`config.mk`:
```
export PLATFORM = sky130hd
export DESIGN_NAME = cdb_arbiter_flat
export DESIGN_NICKNAME = d
export VERILOG_FILES = /design/src/rtl/cdb_arbiter_if.sv /design/src/rtl/cdb_arbiter.sv /design/src/flat_wrapper.sv
export SDC_FILE = /design/constraint.sdc
export NUM_CORES = 1
export LEC_CHECK = 0
export CAP_MARGIN = 20
export CELL_PAD_IN_SITES_DETAIL_PLACEMENT = 0
export CELL_PAD_IN_SITES_GLOBAL_PLACEMENT = 1
export CORE_MARGIN = 2
export CORE_UTILIZATION = 28
export CTS_CLUSTER_SIZE = 12
export DETAILED_ROUTE_END_ITERATION = 12
export MAX_ROUTING_LAYER = met4
export PLACE_DENSITY_LB_ADDON = 0.1
export REMOVE_ABC_BUFFERS = 1
export SLEW_MARGIN = 25
export SYNTH_ARGS = -nofsm -noshare
export SYNTH_HDL_FRONTEND = slang
export SYNTH_SLANG_ARGS = --single-unit
```
`constraint.sdc`:
```
create_clock -name clk -period 4.7 [get_ports clk]
set_input_delay 0.705 -clock clk [delete_from_list [all_inputs] [get_ports clk]]
set_output_delay 0.705 -clock clk [all_outputs]
set_load 0.02 [all_outputs]
```
`src/rtl/cdb_arbiter_if.sv`:
```
`default_nettype none
// ---------------------------------------------------------------------------
// cdb_arbiter_if : result-request and CDB broadcast bundle.  Rev 1.0
// ---------------------------------------------------------------------------
interface cdb_arbiter_if #(
  parameter int NUM_REQ = 3,
  parameter int TAG_W   = 2,
  parameter int DATA_W  = 32,
  parameter int CNT_W   = 16
);
  logic [NUM_REQ-1:0]        req;
  logic [NUM_REQ*TAG_W-1:0]  req_tag;
  logic [NUM_REQ*DATA_W-1:0] req_data;
  logic [TAG_W-1:0]          rob_head;
  logic                      cdb_stall;
  logic                      flush;
  logic [NUM_REQ-1:0]        gnt;
  logic                      cdb_valid;
  logic [TAG_W-1:0]          cdb_tag;
  logic [DATA_W-1:0]         cdb_data;
  logic [1:0]                cdb_src;
  logic [CNT_W-1:0]          conflict_cnt;

  modport master (
    output req, req_tag, req_data, rob_head, cdb_stall, flush,
    input  gnt, cdb_valid, cdb_tag, cdb_data, cdb_src, conflict_cnt
  );

  modport slave (
    input  req, req_tag, req_data, rob_head, cdb_stall, flush,
    output gnt, cdb_valid, cdb_tag, cdb_data, cdb_src, conflict_cnt
  );
endinterface
`default_nettype wire

```
`src/rtl/cdb_arbiter.sv`:
```
`default_nettype none
// ---------------------------------------------------------------------------
// cdb_arbiter : oldest-first (ROB-head relative) arbiter for the CDB.  Rev 1.0
// ---------------------------------------------------------------------------
module cdb_arbiter #(
  parameter int NUM_REQ = 3,
  parameter int TAG_W   = 2,
  parameter int DATA_W  = 32,
  parameter int CNT_W   = 16
) (
  input  logic           clk,
  input  logic           rst_n,
  cdb_arbiter_if.slave   bus
);
  localparam int IDX_W = (NUM_REQ > 1) ? $clog2(NUM_REQ) : 1;
  localparam int POP_W = $clog2(NUM_REQ + 1);

  logic [TAG_W-1:0]  age [NUM_REQ];
  logic              any_req;
  logic [IDX_W-1:0]  win_idx;
  logic [TAG_W-1:0]  best_age;
  logic [TAG_W-1:0]  win_tag;
  logic [DATA_W-1:0] win_data;
  logic [POP_W-1:0]  req_cnt;
  logic              multi_req;
  logic              grant_ok;
  logic [NUM_REQ-1:0] gnt_vec;

  logic              cdb_valid_q;
  logic [TAG_W-1:0]  cdb_tag_q;
  logic [DATA_W-1:0] cdb_data_q;
  logic [1:0]        cdb_src_q;
  logic [CNT_W-1:0]  conflict_q;

  // Age wraps naturally in TAG_W bits, so the head itself is age 0.
  generate
    for (genvar i = 0; i < NUM_REQ; i++) begin : g_age
      assign age[i] = bus.req_tag[i*TAG_W +: TAG_W] - bus.rob_head;
    end
  endgenerate

  always_comb begin
    any_req  = 1'b0;
    win_idx  = '0;
    best_age = '0;
    win_tag  = '0;
    win_data = '0;
    req_cnt  = '0;
    for (int i = 0; i < NUM_REQ; i++) begin
      req_cnt = req_cnt + POP_W'(bus.req[i]);
      // Strict compare keeps the lowest index on an (illegal) age tie.
      if (bus.req[i] && (!any_req || (age[i] < best_age))) begin
        any_req  = 1'b1;
        best_age = age[i];
        win_idx  = IDX_W'(i);
        win_tag  = bus.req_tag[i*TAG_W +: TAG_W];
        win_data = bus.req_data[i*DATA_W +: DATA_W];
      end
    end
  end

  assign multi_req = (req_cnt > POP_W'(1));
  assign grant_ok  = any_req && !bus.cdb_stall && !bus.flush && rst_n;

  always_comb begin
    gnt_vec = '0;
    if (grant_ok) begin
      gnt_vec[win_idx] = 1'b1;
    end
  end

  always_ff @(posedge clk or negedge rst_n) begin
    if (!rst_n) begin
      cdb_valid_q <= 1'b0;
      cdb_tag_q   <= '0;
      cdb_data_q  <= '0;
      cdb_src_q   <= '0;
      conflict_q  <= '0;
    end else begin
      if (bus.flush) begin
        cdb_valid_q <= 1'b0;
      end else if (grant_ok) begin
        cdb_valid_q <= 1'b1;
        cdb_tag_q   <= win_tag;
        cdb_data_q  <= win_data;
        cdb_src_q   <= 2'(win_idx);
      end else begin
        cdb_valid_q <= 1'b0;
      end

      if (multi_req && !bus.flush && (conflict_q != {CNT_W{1'b1}})) begin
        conflict_q <= conflict_q + CNT_W'(1);
      end
    end
  end

  assign bus.gnt          = gnt_vec;
  assign bus.cdb_valid    = cdb_valid_q;
  assign bus.cdb_tag      = cdb_tag_q;
  assign bus.cdb_data     = cdb_data_q;
  assign bus.cdb_src      = cdb_src_q;
  assign bus.conflict_cnt = conflict_q;
endmodule
`default_nettype wire

```
`src/flat_wrapper.sv`:
```
// flat-port wrapper written by rule: the top's interface ports become plain ports
module cdb_arbiter_flat 
#(
  parameter int NUM_REQ = 3,
  parameter int TAG_W   = 2,
  parameter int DATA_W  = 32,
  parameter int CNT_W   = 16
)
  (clk, rst_n, bus_req, bus_req_tag, bus_req_data, bus_rob_head, bus_cdb_stall, bus_flush, bus_gnt, bus_cdb_valid, bus_cdb_tag, bus_cdb_data, bus_cdb_src, bus_conflict_cnt);
  cdb_arbiter_if #(.NUM_REQ(NUM_REQ), .TAG_W(TAG_W), .DATA_W(DATA_W), .CNT_W(CNT_W)) bus_i ();
  input  logic clk;
  input  logic rst_n;
  input wire logic [$bits(bus_i.req)-1:0] bus_req;
  input wire logic [$bits(bus_i.req_tag)-1:0] bus_req_tag;
  input wire logic [$bits(bus_i.req_data)-1:0] bus_req_data;
  input wire logic [$bits(bus_i.rob_head)-1:0] bus_rob_head;
  input wire logic [$bits(bus_i.cdb_stall)-1:0] bus_cdb_stall;
  input wire logic [$bits(bus_i.flush)-1:0] bus_flush;
  output wire logic [$bits(bus_i.gnt)-1:0] bus_gnt;
  output wire logic [$bits(bus_i.cdb_valid)-1:0] bus_cdb_valid;
  output wire logic [$bits(bus_i.cdb_tag)-1:0] bus_cdb_tag;
  output wire logic [$bits(bus_i.cdb_data)-1:0] bus_cdb_data;
  output wire logic [$bits(bus_i.cdb_src)-1:0] bus_cdb_src;
  output wire logic [$bits(bus_i.conflict_cnt)-1:0] bus_conflict_cnt;
  assign bus_i.req = bus_req;
  assign bus_i.req_tag = bus_req_tag;
  assign bus_i.req_data = bus_req_data;
  assign bus_i.rob_head = bus_rob_head;
  assign bus_i.cdb_stall = bus_cdb_stall;
  assign bus_i.flush = bus_flush;
  assign bus_gnt = bus_i.gnt;
  assign bus_cdb_valid = bus_i.cdb_valid;
  assign bus_cdb_tag = bus_i.cdb_tag;
  assign bus_cdb_data = bus_i.cdb_data;
  assign bus_cdb_src = bus_i.cdb_src;
  assign bus_conflict_cnt = bus_i.conflict_cnt;
  cdb_arbiter #(.NUM_REQ(NUM_REQ), .TAG_W(TAG_W), .DATA_W(DATA_W), .CNT_W(CNT_W)) u_core (.clk(clk), .rst_n(rst_n), .bus(bus_i));
endmodule
```
# == Word-level counts from Yosys, hierarchy flattened ==
# Cells that the tools add are included.
# op_classes
add_sub_neg,6
multipliers,0
n_div,0
n_lt_le_gt_ge,5
n_eq_ne,1
shifts,0
n_mux,18
n_bitwise,1
n_reduce_logical,15
# op_table
operator,n
32-bit two-way mux,3
16-bit by 1-bit adder with 16-bit output (second input constant),1
16-bit inequality test (second input constant),1
2-bit two-way mux,6
1-bit logical AND,8
1-bit two-way mux,7
2-bit subtractor,3
1-bit zero test,4
2-bit < comparator,2
2-bit by 3-bit < comparator with 1-bit output (second input constant),1
3-bit two-way mux,1
1-bit by 1-bit adder with 2-bit output,1
2-bit by 1-bit adder with 2-bit output,1
1-bit demux with 2-bit select,1
2-bit by 1-bit >= comparator with 1-bit output (second input constant),1
2-bit by 1-bit greater-than comparator with 1-bit output (second input constant),1
1-bit logical OR,2
2-bit AND reduction,1
1-bit NOT,1
# word_totals
register_bits,53
latch_bits,0
ram_bits,0
mem_bits_ro,0
wordCells,51
memories,0

# == Depth between registers and ports, before layout ==
# depth
word_depth,15
ltp_mapped,20
depth_no_buf,16

# == Least setup slack after synthesis ==
# Ideal clock, no wire load.
# synth_path
path_kind,in2out
startpoint,input bus_req_tag[0]
endpoint,output bus_gnt[1]
t_arrival_ns,3.691
slack_ns,0.304
path_stages,18
cell_sequence,inv_1 ha_1 xnor2_1 xnor2_1 nand2_1 ha_1 nand2b_1 a21oi_1 a21o_1 buf_2 buf_1 a21oi_1 ha_1 o22ai_1 a32o_1 nor2_2 buf_2 and2_1
# synth_between
elab_chain_len,15
word_cells_on_any_way,23
# synth_lines
element,line,source
"start, declared",flat_wrapper.sv:14,input wire logic [$bits(bus_i.req_tag)-1:0] bus_req_tag;
2-bit subtractor *,cdb_arbiter.sv:38,assign age[i] = bus.req_tag[i*TAG_W +: TAG_W] - bus.rob_head;
2-bit two-way mux *,cdb_arbiter.sv:52,if (bus.req[i] && (!any_req || (age[i] < best_age))) begin
2-bit < comparator,cdb_arbiter.sv:52,
1-bit logical OR,cdb_arbiter.sv:52,
1-bit logical AND,cdb_arbiter.sv:52,
2-bit two-way mux / 1-bit two-way mux (equally long branches),cdb_arbiter.sv:52,
2-bit < comparator / 1-bit zero test (equally long branches),cdb_arbiter.sv:52,
1-bit logical OR,cdb_arbiter.sv:52,
1-bit logical AND,cdb_arbiter.sv:52,
2-bit two-way mux,cdb_arbiter.sv:52,
2-bit by 3-bit < comparator with 1-bit output (implied by the code) / 2-bit by 1-bit >= comparator with 1-bit output (equally long branches),cdb_arbiter.sv:68,gnt_vec[win_idx] = 1'b1;
1-bit logical AND (implied by the code),cdb_arbiter.sv:68,
1-bit two-way mux (implied by the code),cdb_arbiter.sv:68,
1-bit demux with 2-bit select,--,
3-bit two-way mux *,cdb_arbiter.sv:67,if (grant_ok) begin
"end, declared",flat_wrapper.sv:19,output wire logic [$bits(bus_i.gnt)-1:0] bus_gnt;
# Mark *: on every way between the ends. The rest lies on a longest branch, timed or not.

# == Final worst setup path ==
# Ends and elaborated chain as after synthesis.

==> metrics.md <==
| Metric | Value |
|---|---|
| Register bit total from synthesis | `53` |
| WS Path Type | `primary input to output port` |
| Combinational power share | `47.7%` |
| Final wirelength | `9530 microns` |
| Placed Area | `4760 sq um` |
| Final hold vios | `0` |
| Routed vias | `2739` |
| GRT busiest layer | `met2` |
| Top cells by area, synth | `dfrtp_1 45%, a221o_1 12%, a22o_1 10%` |
| Vias in the first global route | `2806` |
| Switching share of power | `34.6%` |
| Die Height | `106 microns` |
| Seq/Total Area, Yosys | `45.4%` |
| Syn Std Cell Area | `2920 sq um` |
| Switch Pwr | `600 uW` |
| Sink Count | `53` |
| Initial Utilization | `28.6%` |
| Peak VDD IR | `0.199 mV` |
| First-pass GRT wire length | `14800 microns` |
| Largest fanout on the critical path | `4` |
| CP arrival | `3.68 ns` |
| Pin count of the biggest net entering global routing | `46` |
| Max Clk Rate | `228 MHz` |
| Most frequent cell after synthesis | `dfrtp_1` |
| Grt met1 use | `22.2%` |
| Tcrit/Tclk final | `93.2%` |
| Total core area | `10200 sq um` |
| Wire length per cell | `16.7 microns` |
| Static Leak | `2.03 nW` |
| Reg2reg path depth | `5` |
| Worst-Skew Late Latency | `0.30 ns` |
| Post-synth EDFFs | `0` |
| Min Hold Slack | `0.266 ns` |
| Number of port buffers | `166` |
| R2r endpoint | `u_core.bus.conflict_cnt[1]` |
| Status | `complete, no violations` |
| H-tree depth | `2` |
| Drt pass-1 iters | `4` |
| I/O pin count | `167` |
| Worst-margin pin slew | `0.762 ns` |
| Syn Area/Cell | `11.0 sq um` |
| Netlist cell types | `38` |
| P_int | `1.13 mW` |
| Dominant cell type by area after synthesis | `dfrtp_1` |
| Vias per cell | `4.81` |
| Mapped Cells | `267` |
| Final setup fails | `0` |
| Worst Hold Class | `primary input to asynchronous set/reset pin` |
| Pwr/cell area | `358 nW/um^2` |
| Yosys warnings | `0` |
| HPWL after detailed placement | `7270 microns` |
| Clk network pwr share | `14.6%` |
| Number of inserted diodes | `0` |
| Overall routing resource usage | `17.4%` |
| Chip Width | `106 microns` |
| Post-synth top area share | `45.4%` |
| Area delta synth->final | `65.3%` |
| Req. time, crit path | `3.99 ns` |
| Die area | `11300 sq um` |
| Startpoint class of the critical path | `primary input` |
| Post-route antenna net violation count | `0` |
| Placer Congestion | `0.811` |
| Clk_skew | `0.00278 ns` |
| Ys async rst share | `100%` |
| Max transition margin | `49.1%` |
| CTS Hold Bufs | `0` |
| Top FF cell, synth | `dfrtp_1` |
| RSZ-0062 raised after global routing | `false` |
| Minimum clock period | `4.38 ns` |
| Total Neg Setup Slack | `0 ns` |
| Sequential power share | `37.7%` |
| Clk slew on worst S/H paths | `0.10 ns` |
| Clock Root Buffer | `clkbuf_8` |
| Endpoint type of the worst setup path | `output port` |
| Gr ovfl total | `0` |
| Met3 Usage GRT | `5.27%` |
| Row cnt | `37` |
| Drt initial violations | `76` |
| Initial antenna violation count | `0` |
| Layout cells sized above 1 | `6.91%` |
| Max-Cap Viols | `0` |
| Most frequent cells after synthesis | `53 x dfrtp_1, 36 x and2_1, 35 x a22o_1` |
| Final Instance Area | `4830 sq um` |
| Pins over their slew limit | `0` |
| CTS tree | `built` |
| CTS Buffer Depth | `2` |
| GRT met2 Usage | `27.4%` |
| DRC viols | `0` |
| Layout Nets | `551` |
| Fillers | `1010` |
| Num CTS Buffers | `5` |
| Reg2reg setup slack | `2.69 ns` |
| Reg2Reg Launch Point | `u_core.bus.conflict_cnt[10]` |
[how the worst max path moves through the flow]
stage,start,to,slack [ns],cells past startpoint
after floorplan,bus_req_tag[0],bus_gnt[1],-0.22,15
after global placement,bus_req_tag[0],bus_gnt[1],-0.07,19
after detailed placement,bus_req_tag[0],bus_gnt[1],-0.12,19
after CTS,bus_req_tag[0],bus_gnt[1],0.14,19
after global routing,bus_req_tag[0],bus_gnt[1],0.04,19
final,bus_req_tag[0],bus_gnt[1],0.32,19
[worst max-delay path, stage by stage]
cell and delay (ns):
clkdlybuf4s50_1 0.47, inv_1 0.05, ha_1 0.18, xnor2_1 0.17, xnor2_1 0.14, nand2_1 0.10, ha_1 0.20, nand2b_1 0.14
a21oi_1 0.18, a21o_1 0.16, nor2_1 0.05, a21oi_1 0.12, ha_1 0.24, o22ai_1 0.13, a32o_1 0.16, buf_4 0.13
nor2_4 0.03, and2_1 0.16, clkbuf_2 0.16
[cell families after synthesis]
| kind of cell | share of synthesized area, % |
|---|---|
| compound gates | 25.7 |
| xor+xnor | 5.09 |
| fa+ha+maj | 3.00 |
| buf+inv | 4.58 |
| flops | 45.4 |
| mux | 1.11 |
| simple gates | 15.2 |
[timing repair]
item | CTS | global route
gates cloned | 0 | 0
endpoints found under the hold margin | 0 | 0
setup endpoints to repair | 3 | 3
buffers inserted | 0 | 0
gates resized for setup | 3 | 7
[layer usage]
layer,part of all wire [%],up-vias
li1,-,1353
met1,44,1265
met2,47,112
met3,7.7,9
met4,1.4,0
met5,0,-
[layout by cell type (no fill, tap or decap), types with 2 or more instances in the layout]
master | synthesis | layout
clkbuf_8 | 0 | 5
ha_1 | 7 | 7
xnor2_1 | 16 | 16
nand2_1 | 9 | 9
nand4_1 | 7 | 7
o21a_1 | 2 | 2
buf_4 | 0 | 13
a21oi_1 | 5 | 5
nand3_1 | 5 | 5
and2_1 | 36 | 36
a22o_1 | 35 | 35
clkdlybuf4s50_1 | 0 | 162
dfrtp_1 | 53 | 53
nor2b_1 | 2 | 2
inv_1 | 6 | 6
nor3_1 | 2 | 2
clkbuf_2 | 1 | 3
nor2_1 | 6 | 5
a221o_1 | 34 | 34
clkinv_2 | 0 | 2
and3_1 | 3 | 3
and4_1 | 2 | 2
nand2b_1 | 2 | 2
[state kept, by name, indices dropped and copies added, names as in the netlist]
register,cells
u_core.bus.cdb_tag,2
u_core.bus.conflict_cnt,16
u_core.bus.cdb_src,2
u_core.bus.cdb_valid,1
u_core.bus.cdb_data,32
[power groups by stage]
stage                     sequential [mW]  combinational (mW)  clock, mW
after floorplan                     0.790               0.258          0
after global placement              0.656               0.837          0
after detailed placement            0.655               0.839          0
after CTS                           0.653               0.839      0.264
after global routing                0.670               0.887      0.284
final                               0.652               0.826      0.253
[cell type report]
class	instances	area (sq um)	share of cell area, %
clock buffer	5	68.8	1.42
clock inverter	3	17.5	0.362
inverter	6	22.5	0.466
multi-input combinational	188	1490	30.8
sequential	53	1330	27.4
tap	136	170	3.52
timing repair buffer	179	1740	36.0
[through the flow]
step,utilization (%),setup slack [ns],std cells,power [mW]
after global placement,46.5,-0.0695,562,1.49
final,47.2,0.320,570,1.73
after CTS,47.4,0.140,570,1.76
after global routing,47.2,0.0370,570,1.84
after detailed placement,46.5,-0.120,562,1.49
after floorplan,-,-0.223,247,1.05
(Power assumes the default switching activity.)
==> patch (config.mk and constraints unchanged) <==
Make the reset (`rst_n`) synchronous in one clocked block.
--- a/src/rtl/cdb_arbiter.sv
+++ b/src/rtl/cdb_arbiter.sv
@@ -71,3 +71,3 @@
 
-  always_ff @(posedge clk or negedge rst_n) begin
+  always_ff @(posedge clk) begin
     if (!rst_n) begin
Formal check against the unedited RTL: differs if rst_n is asserted again (counterexample within 4 cycles, from zero or initial values and one cycle with rst_n low); with rst_n held inactive, the same outputs for 10 cycles.
==> patch against the unedited design <==
Wire length rose by 11%. Area after synthesis is 11% higher. Via count is 14% higher. Worst setup slack got worse by 0.11 ns. Cell area increased by 8.7%. Worst hold slack better by 0.19 ns. Sequential cell count unchanged. Final cell count increased by 17%. Die area rose by 10%. Core utilization fell by 1.0 points. Critical path type unchanged.
Power is not compared: it rests on default switching activity, and its combinational part moved more than twofold at a synthesized area within 25%.
==> patch: results (changes against the unedited design) <==
outcome: "complete, no violations"
num_vias: 3132  # +14%
transition_time_at_the_pin_with_the_least_slew_margin_ns: 0.867  # +0.105 ns
global_route.usage.total_pct: 17.7  # +0.23 points
pre_cts_slack_ns: -0.125  # -0.00489 ns
asyncSetResetFlopFracSynth_pct: 0  # -100 points
worst-endpoint-arrival_ns: 3.79  # +0.11 ns
crit_fanout: 3  # -1
met3_wirelength_um: 465  # -36%
place_inst: 660  # +17%
max_clock_freq_mhz: 223  # -2.5%
post_synth_xor_area_fraction_pct: 4.33  # -0.76 points
met2WireLength_mm: 5.17  # +16%
wl_met1_mm: 4.83  # +15%
synth_seq_area_share_pct: 32.8  # -13 points
syn_avg_cell_area_sq_um: 8.89  # -19%
synth_top_cells_by_area: "dfxtp_1 (33%), o221ai_2 (13%), mux2i_1 (11%), and2_1 (6.8%), nand2_1 (5.6%)"
timing.reg2reg.setup_slack_ns: 2.83  # +0.14 ns
grt_max_degree: 42  # -8.7%
global_route.usage.met2_pct: 30.5  # +3.1 points
synth.area.mux_share_pct: 10.9  # +9.8 points
place.detailed.hpwl_mm: 7.65  # +5.2%
synth.lib_cells_used.distinct: 43  # +13%
n_fill_cell: 1165  # +15%
place_congestion: 0.780  # -3.7%
worst_clock_skew_ns: 0.00207  # -0.000710 ns
synth.top_cells.by_count: "dfxtp_1 (53), nand2_1 (48), inv_1 (38)"
drt-wirelength-per-cell_um: 15.8  # -5.4%
cts-root-buf: "clkbuf_16"
gr-usage-met3_pct: 3.10  # -2.2 points
global_route_wire_length_before_repair_mm: 17.4  # +17%
fin_hold_ws_ns: 0.454  # +0.188 ns
detail_route.wirelength_mm: 10.6  # +11%
areaGrowthSynthToFinish_pct: 62.5
path_clk_slew_ns: 0.08  # -0.02 ns
r2r_cells: 6  # +1
## patch: timing repair
action,in CTS,in global routing
gates resized for setup,6,6
endpoints found under the hold margin,0,0
endpoints found under the setup margin,3,2
pin swaps,4,8
setup buffers,1,0
## patch: layout make-up
cell class / count / area share (%)
Clock buffer: 6 / 2.64
Inverter: 39 / 2.79
Timing Repair Buffer: 175 / 32.9
Tap cell: 143 / 3.40
Clock inverter: 2 / 0.714
Multi-Input combinational cell: 251 / 37.4
Sequential cell: 53 / 20.2
## patch: final timing paths
| kind | start | end |
|---|---|---|
| worst min register to register | u_core.bus.cdb_src[0]$_SDFFE_PN0P_ | u_core.bus.cdb_src[0]$_SDFFE_PN0P_ |
| worst min-delay path | u_core.bus.cdb_src[0]$_SDFFE_PN0P_ | u_core.bus.cdb_src[0]$_SDFFE_PN0P_ |
| worst max register to register | u_core.bus.conflict_cnt[0]$_SDFFE_PN0P_ | u_core.bus.conflict_cnt[10]$_SDFFE_PN0P_ |
| worst max-delay path | bus_req_tag[0] | bus_gnt[2] |
